$ cat src/rtl/mdu_div_ctrl.sv
// Issue/return controller for the radix-2 divider: launches DIV/DIVU/REM/REMU,
// returns results with back-pressure, caches the last clean result and drains on flush.
module mdu_div_ctrl #(
  parameter int XLEN = 32,
  parameter int RD_W = 5
) (
  input  logic            clk,
  input  logic            rst,
  input  logic            req_valid,
  output logic            req_ready,
  input  logic [2:0]      req_funct3,
  input  logic [XLEN-1:0] req_rs1,
  input  logic [XLEN-1:0] req_rs2,
  input  logic [RD_W-1:0] req_rd,
  input  logic            flush,
  output logic            resp_valid,
  input  logic            resp_ready,
  output logic [XLEN-1:0] resp_data,
  output logic [RD_W-1:0] resp_rd,
  output logic            resp_exception,
  output logic [XLEN-1:0] div_dividend,
  output logic [XLEN-1:0] div_divisor,
  output logic [1:0]      div_type,
  output logic            div_in_valid,
  output logic            div_cpu_busy,
  input  logic [XLEN-1:0] div_out,
  input  logic            div_out_valid,
  input  logic            div_busy,
  input  logic            div_exception,
  output logic [2:0]      dbg_state
);
  // Handshakes: a request or response transfers in a cycle where valid and ready
  // are both 1; flush withdraws valid/ready in the cycle it is asserted.
  typedef enum logic [2:0] {
    S_IDLE  = 3'd0,
    S_ISSUE = 3'd1,
    S_WAIT  = 3'd2,
    S_DRAIN = 3'd3,
    S_HIT   = 3'd4
  } state_t;

  state_t            state;
  logic [1:0]        type_q;
  logic [XLEN-1:0]   rs1_q;
  logic [XLEN-1:0]   rs2_q;
  logic [RD_W-1:0]   rd_q;
  logic              cache_vld;
  logic [1:0]        cache_type;
  logic [XLEN-1:0]   cache_rs1;
  logic [XLEN-1:0]   cache_rs2;
  logic [XLEN-1:0]   cache_data;
  logic              accept;
  logic              cache_hit;
  logic              unused_funct3_bit;

  assign unused_funct3_bit = req_funct3[2];
  assign accept    = req_valid & req_ready;
  assign cache_hit = cache_vld && (cache_type == req_funct3[1:0]) &&
                     (cache_rs1 == req_rs1) && (cache_rs2 == req_rs2);

  assign div_dividend = rs1_q;
  assign div_divisor  = rs2_q;
  assign div_type     = type_q;
  assign resp_rd      = rd_q;
  assign dbg_state    = state;

  always_comb begin
    req_ready      = 1'b0;
    resp_valid     = 1'b0;
    div_in_valid   = 1'b0;
    div_cpu_busy   = 1'b0;
    resp_data      = '0;
    resp_exception = 1'b0;
    case (state)
      S_IDLE:  req_ready = !flush;
      S_ISSUE: div_in_valid = !div_busy && !flush;
      S_WAIT: begin
        resp_valid     = div_out_valid && !flush;
        resp_data      = div_out;
        resp_exception = div_exception;
        // Holding div_cpu_busy keeps the divider parked on its result until taken.
        div_cpu_busy   = !resp_ready && !flush;
      end
      S_HIT: begin
        resp_valid = !flush;
        resp_data  = cache_data;
      end
      default: ;
    endcase
  end

  always_ff @(posedge clk or posedge rst) begin
    if (rst) begin
      state      <= S_IDLE;
      type_q     <= '0;
      rs1_q      <= '0;
      rs2_q      <= '0;
      rd_q       <= '0;
      cache_vld  <= 1'b0;
      cache_type <= '0;
      cache_rs1  <= '0;
      cache_rs2  <= '0;
      cache_data <= '0;
    end else begin
      case (state)
        S_IDLE: begin
          if (accept) begin
            type_q <= req_funct3[1:0];
            rs1_q  <= req_rs1;
            rs2_q  <= req_rs2;
            rd_q   <= req_rd;
            state  <= cache_hit ? S_HIT : S_ISSUE;
          end
        end
        S_ISSUE: begin
          if (flush) state <= S_IDLE;
          else if (!div_busy) state <= S_WAIT;
        end
        S_WAIT: begin
          if (flush) begin
            // A result already present is released by dropping div_cpu_busy.
            state <= div_out_valid ? S_IDLE : S_DRAIN;
          end else if (div_out_valid && resp_ready) begin
            state <= S_IDLE;
            if (!div_exception) begin
              cache_vld  <= 1'b1;
              cache_type <= type_q;
              cache_rs1  <= rs1_q;
              cache_rs2  <= rs2_q;
              cache_data <= div_out;
            end
          end
        end
        S_DRAIN: begin
          if (div_out_valid) state <= S_IDLE;
        end
        S_HIT: begin
          if (flush || resp_ready) state <= S_IDLE;
        end
        default: state <= S_IDLE;
      endcase
    end
  end
endmodule

$ cat config.mk
export PLATFORM = sky130hd
export DESIGN_NAME = mdu_div_ctrl
export DESIGN_NICKNAME = d
export VERILOG_FILES = /design/src/rtl/mdu_div_ctrl.sv
export SDC_FILE = /design/constraint.sdc
export NUM_CORES = 1
export LEC_CHECK = 0
export ABC_CLOCK_PERIOD_IN_PS = 7400
export CORE_ASPECT_RATIO = 1.5
export CORE_MARGIN = 10
export CORE_UTILIZATION = 48
export DETAILED_ROUTE_END_ITERATION = 16
export PLACE_DENSITY_LB_ADDON = 0.15
export SKIP_LAST_GASP = 1
export SLEW_MARGIN = 10
export SYNTH_ARGS = -nofsm -noshare
export SYNTH_HDL_FRONTEND = slang
export SYNTH_SLANG_ARGS = --single-unit
$ cat constraint.sdc
create_clock -name clk -period 7.4 [get_ports clk]
set_clock_uncertainty 0.05 [all_clocks]
set_input_delay 1.11 -clock clk [delete_from_list [all_inputs] [get_ports clk]]
set_output_delay 1.11 -clock clk [all_outputs]
set_load 0.01 [all_outputs]
### After elaboration in Yosys (flattened, before gate mapping)

Index checks and enable logic that the tools add are counted.

* equality and inequality tests: 12
* muxes and demuxes: 16
* bitwise logic cells: 3
* reductions and logical operators: 15

Operators with widths (count)
* == test 32 bit: 2
* one-hot mux 32 bit (2 select lines): 1
* two-way mux 3 bit: 8
* one-hot mux 3 bit (5 select lines): 1
* logical AND 1 bit: 7
* == test 3 x 2 -> 1 bit (second input constant): 2
* != test 2 bit (second input constant): 3
* != test 3 bit (second input constant): 2
* AND reduction 5 bit: 1
* two-way mux 1 bit: 4
* AND reduction 4 bit: 1
* == test 3 x 1 -> 1 bit (second input constant): 1
* == test 3 bit (second input constant): 1
* logical NOT 1 bit: 3
* logical NOT 3 bit: 1
* == test 2 bit: 1
* two-way mux 2 bit: 1
* inverter 1 bit: 2
* one-hot mux 1 bit (2 select lines): 1
* AND reduction 2 bit: 1
* AND 1 bit: 1
* logical OR 1 bit: 1

* register bits after elaboration: 173
* input port bits: 112
* logic and storage cells: 56

### Logic depth before layout (Yosys ltp)

Gate-level depths: netlist of run 1.

* depth in word-level cells: 7
* mapped depth: 7
* gate-level depth less buffers: 6

### Worst setup path before layout of run 1

No wires, ideal clock.

* path type: input-to-output
* start: input flush
* end: output div_in_valid
* arrival time: 1.781 ns
* slack: 4.459 ns
* cell stages on the path: 2
* cells stage by stage: buf_2 > nor4_1

* longest elaborated chain between the ends: 3

RTL lines
* from (decl): line 15 `input logic flush,`
* logical NOT 1 bit: line 76 `S_ISSUE: div_in_valid = !div_busy && !flush;`
* logical AND 1 bit: line 76
* two-way mux 1 bit: line 74 `case (state)`
* to (decl): line 24 `output logic div_in_valid,`

No other way between the ends.

### Worst setup path in the final report of run 1

Ends and elaborated chain as after synthesis.

==> results.py, run 1 <==
metrics = {
    "run_status": {
        "status": "finished, final reports clean",
    },
    "pwr": {
        "p_per_area_nw_per_um2": 378,
        "ir_drop_uv": 228,
        "power_w": 0.00402,
        "leakage_nw": 4.71,
    },
    "critical_path": {
        "startpoint_type": "input pin",
        "critical_path_required_ps": 6240,
        "path_max_fanout": 10,
        "reg2reg_to": "cache_rs2[6]",
        "r2r_start": "dbg_state[1]",
        "cp.arrival_ps": 2940,
        "cp-end-kind": "primary output",
        "ff2ff_setup_slack_ps": 3930,
        "r2r_cells": 5,
        "path_class": "in -> out",
    },
    "drt": {
        "vias": 5278,
        "via_per_inst": 5.32,
        "drcViolationCount": 0,
        "wire_per_inst_um": 20.0,
        "drtAntennaViolNets": 0,
        "routed_wl_um": 19800,
        "first_iter_violations": 268,
        "dr.pass1.iters": 4,
    },
    "yosys": {
        "synth_compound_area_frac": 0.0680,
        "synthArstFlopShare": 1.00,
        "synth_top_area_share": 0.564,
        "synth-main-ff-cell": "dfrtp_1",
        "syn_area_um2": 7670,
        "synth_top_family_by_area": "multiplexers",
        "synth.net_count": 673,
        "synth-adder-area-share": 0,
        "synth-seq-area-share": 0.564,
        "synth_cell_types": 40,
        "synth_xor_area_frac": 0.0525,
        "yosysTopAreaCell": "dfrtp_1",
        "synth-simple-area-share": 0.0535,
        "netlist_instances": 561,
        "synth.area.top_cells": "dfrtp_1 (56%), mux2_2 (22%), a22o_1 (3.7%)",
        "synth_edf_count": 0,
        "ys_seq_elements": 173,
        "muxShareOfSynthArea": 0.233,
        "synth_area_per_cell_um2": 13.7,
        "ys_warn_count": 0,
    },
    "clocking": {
        "htreeDepth": 4,
        "cts_setup_buffers": 0,
        "clock-sinks": 173,
        "clk_pin_slew_ps": 60,
        "cts_buffers": 17,
        "hold_buffers": 0,
        "clkLatencyLatePin_ps": 420,
        "cts_tree": "done",
        "root_buffer": "clkbuf_16",
        "clk_path_buf_depth": 2,
        "cts_resized": 0,
    },
    "global_routing": {
        "grt_pass1_vias": 5619,
        "track_usage": 0.183,
        "antenna_found_initial": 0,
        "grt_start_max_net_pins": 95,
        "grt.overflow.total": 0,
        "grt_pass1_wl_um": 31000,
    },
    "die": {
        "dieArea_um2": 21500,
        "initial_core_util": 0.489,
        "num_rows": 56,
        "core_um2": 15700,
        "die_h_um": 175,
        "num_io_pins": 223,
        "die_w_um": 123,
    },
    "cells_and_area": {
        "n_antenna_cell": 0,
        "area_growth_syn_to_layout_pct": 38.4,
        "drive_gt1_frac": 0.240,
        "fin_nets": 888,
    },
    "timing": {
        "rsz0062_at_grt": "false",
        "slew_headroom": 0.263,
        "tightest_slew_ps": 1110,
        "timing_hold_violations_final": 0,
        "finalCritPeriodShare": 0.554,
        "setup_viol": 0,
        "fin_tns_setup_ps": 0,
        "finalMaxSlewViolations": 0,
        "fmax_ghz": 0.244,
        "fin_crit_ps": 4100,
    },
    "job": {
        "maxCapViolations": 0,
    },
    "hold_path": {
        "hp-class": "reg -> reg",
        "worstHoldEndpoint": "cache_vld",
        "holdPathStages": 1,
        "min_from": "cache_vld",
    },
    "placement": {
        "dp_hpwl_um": 14700,
        "gp_congestion": 0.819,
        "port_buffers": 221,
    },
}
-- through the flow --
stage / hold slack (ps) / utilization / instance area, um^2 / std cells / setup WS [ps]
global route: 457 / 0.677 / 10600 / 992 / 3230
global placement: 397 / 0.639 / 10000 / 960 / 3430
CTS: 450 / 0.676 / 10600 / 992 / 3220
floorplan: 377 / - / 7670 / 561 / 1550
detailed placement: 429 / 0.639 / 10000 / 960 / 3340
finish: 444 / 0.677 / 10600 / 992 / 3300
-- registers in the layout, summed over array words and instances (netlist names) --
register,cells
cache_data,32
cache_rs1,32
cache_rs2,32
cache_type,2
cache_vld,1
dbg_state,3
div_dividend,32
div_divisor,32
div_type,2
resp_rd,5
-- cells in the mapped netlist (all sizes together) (2+ instances only) --
cell	count
nand4	8
nor2	7
o2bb2ai	2
o22ai	8
a21oi	2
buf	20
inv	21
a2111oi	6
nand2b	4
mux2	159
o21ai	14
dfrtp	173
nor2b	13
xnor2	19
clkbuf	7
nand3	2
nand2	14
xor2	27
nor4	13
a22o	32
-- cells in the final DEF (no fill, tap or decap), types with 3 or more instances in the layout --
master,n
clkinv_4,3
inv_1,20
mux2_1,9
dfrtp_1,173
nand2_1,13
o21ai_0,13
xor2_1,27
nor2b_1,13
clkdlybuf4s50_1,221
o22ai_1,8
a22o_1,32
a2111oi_0,6
nor4_1,12
nand4_1,7
clkbuf_16,17
nand2b_1,3
xnor2_1,19
mux2_2,150
nor2_1,5
inv_6,6
-- per-layer routing --
metal | wire (um) | GRT usage | vias to the layer above
met4 | 298 | 0.0497 | 0
li1 | - | - | 2447
met3 | 1590 | 0.0652 | 21
met5 | 0 | 0 | -
met2 | 10500 | 0.326 | 159
met1 | 7400 | 0.199 | 2651
-- report_power, final --
part / internal [W] / total [W] / switching, W
Combinational: 0.000884 / 0.00144 / 0.000552
Sequential: 0.00139 / 0.00170 / 0.000308
Clock: 0.000506 / 0.000885 / 0.000379
-- final cells by class --
class	count	area (um^2)
fill	1195	5080
timing repair buffer	223	2230
clock buffer	19	433
clock inverter	13	154
multi-input combinational	340	3140
inverter	21	83.8
tap	203	254
sequential	173	4330
-- how the worst max path moves through the flow --
stage,start,to
2_1_floorplan,rst,cache_data[0]
3_3_place_gp,flush,cache_rs2[6]
3_5_place_dp,flush,div_in_valid
4_1_cts,dbg_state[1],resp_data[28]
5_1_grt,flush,div_in_valid
6_report,flush,div_in_valid
-- critical path: stages --
cell and delay [ps]:
clkdlybuf4s50_1 620, nor4_1 560, clkdlybuf4s50_1 650
-- cells by family (layout without fill, tap and decap cells) --
kind of cell	Yosys count	after routing
AO/OA/AOI/OAI	69	69
flip-flops	173	173
XOR/XNOR	46	46
buffers and inverters	48	276
multiplexers	159	159
AND/OR/NAND/NOR	66	66
(Power assumes the default switching activity.)
==> inputs of run 2 (changes only) <==
--- a/config.mk
+++ b/config.mk
@@ -5,10 +5,10 @@
 export SDC_FILE = /design/constraint.sdc
 export NUM_CORES = 1
 export LEC_CHECK = 0
-export ABC_CLOCK_PERIOD_IN_PS = 7400
+export ABC_CLOCK_PERIOD_IN_PS = 3300
 export CORE_ASPECT_RATIO = 1.5
 export CORE_MARGIN = 10
-export CORE_UTILIZATION = 48
+export CORE_UTILIZATION = 43
 export DETAILED_ROUTE_END_ITERATION = 16
 export PLACE_DENSITY_LB_ADDON = 0.15
 export SKIP_LAST_GASP = 1
==> constraint.sdc (replaced) <==
create_clock -name clk -period 3.3 [get_ports clk]
set_clock_uncertainty 0.05 [all_clocks]
set_input_delay 0.495 -clock clk [delete_from_list [all_inputs] [get_ports clk]]
set_output_delay 0.495 -clock clk [all_outputs]
set_load 0.01 [all_outputs]
==> results.py, run 2 (synthesis gave the netlist of run 1 again) <==
metrics = {
    "pwr": {
        "p_sw_frac": 0.305,
        "combPwrFrac": 0.358,
        "intPower_w": 0.00627,
        "seq_power_share": 0.420,
        "p_per_area_nw_per_um2": 843,
        "power_w": 0.00902,
        "ir_drop_uv": 533,
        "switchingPower_w": 0.00275,
        "p_clk_frac": 0.222,
        "leakage_nw": 4.76,
    },
    "critical_path": {
        "cp-end-kind": "primary output",
        "critical_path_required_ps": 2750,
        "path_cells": "inv_1, nand2_1, nor2_2, buf_4, a22o_1, clkdlybuf4s50_1",
        "crit_buf_inv": 3,
        "path_max_fanout": 32,
        "crit_path_max_incr_delay_ps": 550,
        "startpoint_type": "register",
        "cp.arrival_ps": 2370,
        "path_class": "reg -> out",
        "slowest_stage": "clkdlybuf4s50_1",
        "critical_path.top_delay_family": "buffers and inverters",
    },
    "cells_and_area": {
        "final_cell_area_um2": 10700,
        "fin_cells": 1008,
        "nFillCells": 1408,
        "fin_nets": 894,
        "n_antenna_cell": 0,
        "most-common-layout-cells": "clkdlybuf4s50_1 (221), dfrtp_1 (173), mux2_2 (150)",
        "drive_gt1_frac": 0.247,
        "final_common_cell": "clkdlybuf4s50_1",
        "area_growth_syn_to_layout_pct": 39.5,
    },
    "placement": {
        "port_buffers": 221,
        "place_area_um2": 10100,
        "gp_congestion": 0.798,
        "dp_cells": 976,
        "dp_hpwl_um": 15200,
    },
    "drt": {
        "first_iter_violations": 179,
        "vias": 5269,
        "wire_per_inst_um": 19.9,
        "drtAntennaViolNets": 0,
        "drcViolationCount": 0,
        "routed_wl_um": 20000,
        "dr.pass1.iters": 4,
        "via_per_inst": 5.23,
    },
    "clocking": {
        "htreeDepth": 4,
        "clk_pin_slew_ps": 70,
        "cts_setup_buffers": 0,
        "clk_path_buf_depth": 2,
        "clock-sinks": 173,
        "hold_buffers": 0,
        "root_buffer": "clkbuf_16",
        "clkLatencyLatePin_ps": 420,
        "cts_tree": "done",
        "cts_buffers": 17,
        "cts_resized": 0,
    },
    "timing": {
        "fin_crit_ps": 2920,
        "timing_hold_violations_final": 0,
        "slew_headroom": 0.400,
        "finalCritPeriodShare": 0.884,
        "fin_tns_setup_ps": 0,
        "setup_viol": 0,
        "rsz0062_at_grt": "false",
        "finalMaxSlewViolations": 0,
        "fmax_ghz": 0.343,
        "tightest_slew_ps": 900,
    },
    "die": {
        "num_rows": 59,
        "num_io_pins": 223,
        "die_w_um": 129,
        "core_um2": 17400,
        "die_h_um": 184,
        "initial_core_util": 0.440,
        "dieArea_um2": 23700,
    },
    "global_routing": {
        "track_usage": 0.169,
        "antenna_found_initial": 0,
        "grt.overflow.total": 0,
        "grt_pass1_vias": 5731,
        "grt_pass1_wl_um": 31500,
        "grt_start_max_net_pins": 83,
    },
    "run_status": {
        "status": "finished, final reports clean",
    },
    "hold_path": {
        "hp-class": "in -> async",
    },
    "job": {
        "maxCapViolations": 0,
    },
}
run 2: metrics by stage:
| stage | utilization | hold slack [ps] | setup slack (ps) |
|---|---|---|---|
| floorplan | - | 377 | 544 |
| global placement | 0.580 | 398 | 595 |
| detailed placement | 0.580 | 422 | 585 |
| CTS | 0.614 | 254 | 322 |
| global route | 0.614 | 277 | 231 |
| finish | 0.614 | 269 | 382 |
run 2: power by group through the flow:
stage	Sequential, W	Combinational (W)	Clock, W
after floorplan	0.00387	0.00152	0
after global placement	0.00376	0.00323	0
after detailed placement	0.00384	0.00331	0
after CTS	0.00380	0.00332	0.00206
after global routing	0.00394	0.00351	0.00213
final	0.00379	0.00323	0.00200
run 2: worst register-to-register path, stage by stage, from the launching register on:
cell      delay (ps)
dfrtp_1          600
nand2b_4         120
nor2_4            80
buf_4            350
nand4_4          170
buf_4            300
mux2_1           400
run 2: path summary, 6_finish.rpt:
check / to / from / slack [ps] / depth (start not counted)
worst max-delay path: resp_data[13] / dbg_state[1] / 380 / 6
worst min-delay path: cache_data[10] / rst / 270 / 2
worst max register to register: cache_rs2[8] / dbg_state[1] / 1110 / 6
worst min register to register: cache_vld / cache_vld / 430 / 1
max in group asynchronous: cache_rs2[1] / rst / 1840 / 3
min in group clk: cache_vld / cache_vld / 430 / 1
run 2: layer usage:
layer / vias up / global-route usage / wire length [um]
li1: 2463 / - / -
met1: 2632 / 0.180 / 7600
met2: 156 / 0.306 / 10600
met3: 18 / 0.0577 / 1520
met4: 0 / 0.0525 / 303
met5: - / 0 / 0
run 2: layout make-up:
type / instances / area [um^2] / share of cell area
tap: 213 / 267 / 0.0249
timing repair buffer: 229 / 2300 / 0.215
clock buffer: 20 / 457 / 0.0427
clock inverter: 12 / 133 / 0.0124
sequential: 173 / 4330 / 0.405
multi-input combinational: 340 / 3130 / 0.293
inverter: 21 / 82.6 / 0.00772
